$ cat src/rtl/pcm_voice_mixer.sv
// pcm_voice_mixer
//   Multi-voice PCM sample player. Up to VOICES independent regions of one shared
//   single-port sample ROM are fetched round-robin on every sample tick. The fetched
//   samples are summed with saturation into one signed output stream.
//
//   Optional feature macro: PCM_VOICE_VOL_EN
//     Adds a 4-bit volume per voice (gain = (vol+1)/16). Without it, every voice
//     plays at unity gain and the vol port does not exist.
//
// Ports
//   clk         system clock
//   reset       asynchronous, active-high reset
//   trig        per-voice start pulse (one clock)
//   stop        per-voice stop pulse (one clock)
//   start_addr  per-voice start address, voice v at [v*ADDR_W +: ADDR_W]
//   length      per-voice sample count, same packing as start_addr
//   loop        per-voice loop enable
//   vol         per-voice volume, 4 bits each (PCM_VOICE_VOL_EN only)
//   rom_a       sample ROM address
//   rom_rd      ROM read strobe; rom_d is valid one clock later
//   rom_d       ROM read data (unsigned, offset-binary)
//   audio_out   signed mixed sample, held between strobes
//   audio_stb   one-clock pulse when audio_out updates
//   busy        per-voice playing flag
module pcm_voice_mixer #(
  parameter int VOICES = 2,
  parameter int ADDR_W = 16,
  parameter int DATA_W = 8,
  parameter int OUT_W  = 16,
  parameter int DIV    = 2177
) (
  input  logic                       clk,
  input  logic                       reset,
  input  logic [VOICES-1:0]          trig,
  input  logic [VOICES-1:0]          stop,
  input  logic [VOICES*ADDR_W-1:0]   start_addr,
  input  logic [VOICES*ADDR_W-1:0]   length,
  input  logic [VOICES-1:0]          loop,
`ifdef PCM_VOICE_VOL_EN
  input  logic [VOICES*4-1:0]        vol,
`endif
  output logic [ADDR_W-1:0]          rom_a,
  output logic                       rom_rd,
  input  logic [DATA_W-1:0]          rom_d,
  output logic [OUT_W-1:0]           audio_out,
  output logic                       audio_stb,
  output logic [VOICES-1:0]          busy
);

  localparam int CNT_W  = $clog2(DIV + 1);
  localparam int VIDX_W = (VOICES > 1) ? $clog2(VOICES) : 1;
  localparam int SUM_W  = OUT_W + 3;
  localparam int SHIFT  = OUT_W - DATA_W;

  localparam logic [CNT_W-1:0]        DIV_C  = CNT_W'(DIV);
  localparam logic [VIDX_W-1:0]       LAST_V = VIDX_W'(VOICES - 1);
  localparam logic [DATA_W-1:0]       MID    = {1'b1, {(DATA_W-1){1'b0}}};
  localparam logic signed [SUM_W-1:0] SAT_HI = SUM_W'((1 << (OUT_W - 1)) - 1);
  localparam logic signed [SUM_W-1:0] SAT_LO = ~SAT_HI;

  typedef enum logic [1:0] {S_IDLE, S_ISSUE, S_CAPT, S_MIX} state_t;

  state_t              state_reg, state_next;
  logic [VIDX_W-1:0]   vidx_reg, vidx_next;
  logic [CNT_W-1:0]    count_reg;
  logic                tick_reg;

  logic [ADDR_W-1:0]        addr_v [VOICES];
  logic signed [SUM_W-1:0]  term_v [VOICES];
  logic signed [SUM_W-1:0]  sum;
  logic [OUT_W-1:0]         mix_sat;

  // Free-running prescaler. The tick is registered so the sweep starts one
  // clock after the wrap, which gives 2*VOICES+2 clocks from tick to output.
  always_ff @(posedge clk or posedge reset) begin
    if (reset) begin
      count_reg <= '0;
      tick_reg  <= 1'b0;
    end else begin
      tick_reg  <= (count_reg == DIV_C);
      count_reg <= (count_reg == DIV_C) ? '0 : count_reg + 1'b1;
    end
  end

  // Sequencer state register
  always_ff @(posedge clk or posedge reset) begin
    if (reset) begin
      state_reg <= S_IDLE;
      vidx_reg  <= '0;
    end else begin
      state_reg <= state_next;
      vidx_reg  <= vidx_next;
    end
  end

  // Sequencer next state and ROM port. The ROM is only driven in ISSUE, so at
  // most one read is ever outstanding.
  always_comb begin
    state_next = state_reg;
    vidx_next  = vidx_reg;
    rom_rd     = 1'b0;
    rom_a      = '0;
    case (state_reg)
      S_IDLE: begin
        if (tick_reg) begin
          state_next = S_ISSUE;
          vidx_next  = '0;
        end
      end
      S_ISSUE: begin
        if (busy[vidx_reg]) begin
          rom_rd = 1'b1;
          rom_a  = addr_v[vidx_reg];
        end
        state_next = S_CAPT;
      end
      S_CAPT: begin
        if (vidx_reg == LAST_V) begin
          state_next = S_MIX;
        end else begin
          state_next = S_ISSUE;
          vidx_next  = vidx_reg + 1'b1;
        end
      end
      S_MIX: begin
        state_next = S_IDLE;
      end
      default: begin
        state_next = S_IDLE;
      end
    endcase
  end

  genvar gi;
  generate
    for (gi = 0; gi < VOICES; gi++) begin : g_voice
      logic [ADDR_W-1:0]        start_reg, len_reg, offset_reg;
      logic                     loop_reg, busy_reg, fetched_reg;
      logic [DATA_W-1:0]        sample_reg;
      logic [ADDR_W-1:0]        len_in;
      logic                     trig_ok, issue_here, capt_here;
      logic signed [DATA_W-1:0] s_signed;
      logic signed [SUM_W-1:0]  s_ext;

      assign len_in     = length[gi*ADDR_W +: ADDR_W];
      assign trig_ok    = trig[gi] && (len_in != '0);
      assign issue_here = (state_reg == S_ISSUE) && (vidx_reg == VIDX_W'(gi));
      assign capt_here  = (state_reg == S_CAPT)  && (vidx_reg == VIDX_W'(gi));

      // fetched_reg remembers that ISSUE found the voice busy, so CAPT only
      // captures data that was actually read for this voice. A stop or a
      // retrigger cancels an outstanding capture.
      always_ff @(posedge clk or posedge reset) begin
        if (reset) begin
          start_reg   <= '0;
          len_reg     <= '0;
          offset_reg  <= '0;
          loop_reg    <= 1'b0;
          busy_reg    <= 1'b0;
          fetched_reg <= 1'b0;
          sample_reg  <= MID;
        end else begin
          if (issue_here) begin
            fetched_reg <= busy_reg;
            if (!busy_reg) begin
              sample_reg <= MID;
            end
          end
          if (capt_here && fetched_reg) begin
            sample_reg  <= rom_d;
            fetched_reg <= 1'b0;
            if (offset_reg == len_reg - 1'b1) begin
              if (loop_reg) begin
                offset_reg <= '0;
              end else begin
                busy_reg <= 1'b0;
              end
            end else begin
              offset_reg <= offset_reg + 1'b1;
            end
          end
          if (trig_ok) begin
            start_reg   <= start_addr[gi*ADDR_W +: ADDR_W];
            len_reg     <= len_in;
            loop_reg    <= loop[gi];
            offset_reg  <= '0;
            busy_reg    <= 1'b1;
            fetched_reg <= 1'b0;
            if (issue_here) begin
              sample_reg <= MID;
            end
          end else if (stop[gi] && !trig[gi]) begin
            busy_reg    <= 1'b0;
            fetched_reg <= 1'b0;
            sample_reg  <= MID;
          end
        end
      end

      assign busy[gi]   = busy_reg;
      assign addr_v[gi] = start_reg + offset_reg;

      // Offset-binary to two's complement: flip the MSB
      assign s_signed = {~sample_reg[DATA_W-1], sample_reg[DATA_W-2:0]};
      assign s_ext    = SUM_W'(s_signed);

`ifdef PCM_VOICE_VOL_EN
      logic [4:0]              gain;
      logic signed [SUM_W-1:0] scaled;
      assign gain   = {1'b0, vol[gi*4 +: 4]} + 5'd1;
      assign scaled = (s_ext * $signed({{(SUM_W-5){1'b0}}, gain})) >>> 4;
      assign term_v[gi] = scaled <<< SHIFT;
`else
      assign term_v[gi] = s_ext <<< SHIFT;
`endif
    end
  endgenerate

  // Sum in OUT_W+3 bits (enough headroom for 8 full-scale voices), then clamp.
  always_comb begin
    sum = '0;
    for (int v = 0; v < VOICES; v++) begin
      sum = sum + term_v[v];
    end
    if (sum > SAT_HI) begin
      mix_sat = SAT_HI[OUT_W-1:0];
    end else if (sum < SAT_LO) begin
      mix_sat = SAT_LO[OUT_W-1:0];
    end else begin
      mix_sat = sum[OUT_W-1:0];
    end
  end

  always_ff @(posedge clk or posedge reset) begin
    if (reset) begin
      audio_out <= '0;
      audio_stb <= 1'b0;
    end else begin
      audio_stb <= (state_reg == S_MIX);
      if (state_reg == S_MIX) begin
        audio_out <= mix_sat;
      end
    end
  end

endmodule

$ cat config.mk
export PLATFORM = sky130hd
export DESIGN_NAME = pcm_voice_mixer
export DESIGN_NICKNAME = d
export VERILOG_FILES = /design/src/rtl/pcm_voice_mixer.sv
export SDC_FILE = /design/constraint.sdc
export NUM_CORES = 1
export LEC_CHECK = 0
export BUFFER_PORTS_ARGS = -buffer_cell sky130_fd_sc_hd__buf_2
export CAP_MARGIN = 25
export CORE_ASPECT_RATIO = 0.8
export CORE_UTILIZATION = 30
export CTS_CLUSTER_DIAMETER = 100
export DETAILED_ROUTE_END_ITERATION = 6
export HOLD_SLACK_MARGIN = 0.12
export SYNTH_ARGS = -nofsm -noshare
export SYNTH_HDL_FRONTEND = slang
export SYNTH_SLANG_ARGS = --single-unit
export TNS_END_PERCENT = 30
$ cat constraint.sdc
create_clock -name clk -period 6 [get_ports clk]
set_input_delay 0.6 -clock clk [delete_from_list [all_inputs] [get_ports clk]]
set_output_delay 0.6 -clock clk [all_outputs]
set_load 0.02 [all_outputs]
==> flow_summary.json <==
{
  "final_layout_size_suffix_gt1_share_pct": 14.1,
  "power.leakage_nw": 5.18,
  "timing.critical_path.buf_inv": 1,
  "timing.critical_path.depth": 11,
  "tritoncts": "built",
  "dp.cells": 1613,
  "die_area_mm2": 0.0322,
  "synth.top_cell.area_share_pct": 37.6,
  "clkSinkCount": 144,
  "dieHeight_um": 161,
  "postSynthRegisterBits": 144,
  "cp_top_family": "compound AO/OA/AOI/OAI gates",
  "irDropWorstVdd_uv": 200,
  "setup_repair_after_global_routing_missed_its_margin": "false",
  "postCtsResizedCells": 0,
  "fillers": 3225,
  "post_cts_hold_buffer_count": 0,
  "synth_edf_count": 0,
  "final-seq-area_mm2": 0.00361,
  "totalNegativeSetupSlack_ns": 0,
  "cts_root_buf": "clkbuf_16",
  "firstDrtPassIters": 5,
  "ff2ff_path_depth": 9,
  "r2r_slack_ns": 2.45,
  "maxCapViolations": 0,
  "port-buffer-count": 115,
  "dpl_cell_area_mm2": 0.0103,
  "route.antenna.remaining_nets": 0,
  "report.final.slew_viol_count": 0,
  "yosysWarnings": 0,
  "area_occupied_by_multi_input_gates_mm2": 0.00543,
  "crit_start": "g_voice[0].offset_reg[0]",
  "cell_type_contributing_the_most_total_cell_area_after_synthesis": "dfrtp_1",
  "hold_path_class": "input port to asynchronous set/reset pin",
  "mostFrequentLayoutCell": "nand2_1",
  "route.detailed.wl_per_inst_um": 16.0,
  "dr_total_vias": 8327,
  "final_cell_mix": "nand2_1 (249), dfrtp_1 (142), buf_2 (115)",
  "fp.coreArea_mm2": 0.0307,
  "power-per-cell-area_mw_per_mm2": 242,
  "timing.critical_path.to": "rom_a[14]",
  "crit_slowest_cell": "dfrtp_1",
  "outcome": "finished clean",
  "worstPathArrival_ns": 3.61,
  "mappedNetlistNets": 1267,
  "synth_cell_type_count": 69,
  "syn_area_mm2": 0.00945,
  "post-route-util_pct": 35.6,
  "instances_no_fill": 1644,
  "timing.critical_path.cells": "ha_1 > fa_1 > a211oi_1 > nor2_1 > o41ai_1 > o21ai_0 > o41ai_1 > o21ai_0 > xnor2_1 > o22ai_1 > buf_2",
  "start_kind": "register",
  "fin_crit_ns": 4.21,
  "synthTopCellsByArea": "dfrtp_1 (38%), nand2_1 (9.9%), ha_1 (5.8%)",
  "hold_violations": 0,
  "layout-area-overhead-vs-synth_pct": 15.5,
  "seq_area_frac_synth_pct": 38.2,
  "finalInstanceArea_mm2": 0.0109,
  "drt_iter0_drc": 476,
  "cp-end-kind": "primary output",
  "cts.htree.levels": 4,
  "antenna_cells": 0,
  "min_period_over_period_pct": 70.2,
  "worst_reg2reg_endpoint": "g_voice[0].offset_reg[2]",
  "grt_remaining_overflow": 0,
  "cts-root-to-sink-buffers": 2,
  "asyncSetResetFlopFracSynth_pct": 100,
  "final_net_count": 1346,
  "cts_post_setup_buffers_inserted": 0,
  "slew_headroom_pct": 34.4,
  "setup_viol": 0,
  "slew_worst_pin_ns": 0.981,
  "syn_avg_cell_area_um2": 8.29,
  "regToRegStartpoint": "g_voice[0].len_reg[0]",
  "floorplan.io_pins": 116,
  "gp_congestion": 0.857,
  "global_route.usage.total_pct": 16.7,
  "route.detailed.vias_per_inst": 5.07,
  "worst_stage_delay_on_the_critical_path_ns": 0.44,
  "route.final.wire_length_um": 26200,
  "clock_skew_after_layout_ns": 0.0109,
  "die_width_um": 200,
  "dp_hpwl_um": 19500,
  "initial_utilization_pct": 30.8,
  "grt_pass1_wl_um": 42600,
  "clk_latency_ns": 0.44,
  "synth_cells": 1140,
  "worstSetupPathType": "register to primary output",
  "first_global_vias": 7900,
  "numCtsBuffers": 17,
  "worstPathMaxFanout": 5,
  "grt_antenna_before_repair": 0,
  "cts.reportedPaths.clkPinSlew_ns": 0.06,
  "totalPowerFinal_mw": 2.64,
  "std_cell_rows": 57,
  "synth_ff_type": "dfrtp_1",
  "maxClockFrequency_mhz": 237,
  "cp.required_ns": 5.40,
  "pin_count_of_the_biggest_net_entering_global_routing": 98,
  "detail_route.drc_violations": 0
}
-- Yosys cell counts, types with 10 or more instances --
cell type and number:
a21oi_1 39, mux2i_1 16, o21ai_1 15, nor2_1 90
dfrtp_1 142, nand2b_1 10, o311ai_1 14, ha_1 44
clkbuf_1 41, a211oi_1 18, inv_1 32, xnor2_1 51
and3_1 29, nand2_1 250, nand3_1 55, o21ai_0 41
nor4_1 21, a22oi_1 14, nand4b_1 18, a21o_1 11
nor3_1 37, xor2_1 28
-- cell type report --
type                    count  share of cell area, %
clock inverters             8                  0.952
multi-input cells         901                   49.8
well taps                 413                   4.73
clock buffers              23                   4.56
flip-flops and latches    144                   33.0
inverters                  33                   1.18
repair buffers            122                   5.75
-- stage by stage --
stage	hold slack, ns	setup slack, ns
after floorplan	0.452	1.54
after global placement	0.460	2.24
after detailed placement	0.471	2.25
after CTS	0.338	1.77
after global routing	0.351	1.54
final	0.333	1.79
-- where the power goes --
group	switching (mW)	internal (mW)	leakage, nW
clock	0.428	0.666	0.295
sequential	0.102	1.03	1.85
combinational	0.230	0.186	3.03
-- kinds of logic after synthesis --
family | Yosys count | synth area share [%]
simple gates | 561 | 28.2
compound gates | 195 | 13.4
flops | 144 | 38.2
buf+inv | 95 | 4.34
xor+xnor | 79 | 7.32
fa+ha+maj | 47 | 6.46
mux | 19 | 2.05
-- worst min-delay path by stage --
stage                            startpoint  slack [ns]                        to  depth (start not counted)
floorplan           g_voice[0].start_reg[0]        0.45   g_voice[0].start_reg[0]                          2
global placement               audio_out[8]        0.46              audio_out[8]                          2
detailed placement            audio_out[10]        0.47             audio_out[10]                          2
CTS                          start_addr[10]        0.34  g_voice[0].start_reg[10]                          3
global route                 start_addr[30]        0.35  g_voice[1].start_reg[14]                          3
finish                                reset        0.33   g_voice[0].start_reg[0]                          2
-- worst register-to-register path: cells and delay by family (launching register included) --
family	cells	cell delay, ns
AO/OA/AOI/OAI	1	0.13
adder cells (fa/ha/maj)	1	0.24
flip-flops	1	0.48
buffers and inverters	1	0.11
AND/OR/NAND/NOR	6	2.55
-- layer usage --
| layer | up-vias | GRT usage [%] | part of all wire (%) |
|---|---|---|---|
| li1 | 4154 | - | - |
| met1 | 3978 | 24.7 | 53 |
| met2 | 163 | 23.6 | 41 |
| met3 | 32 | 3.27 | 3.6 |
| met4 | 0 | 6.49 | 2.3 |
| met5 | - | 0 | 0 |
Power figures use the tool's default switching activity.
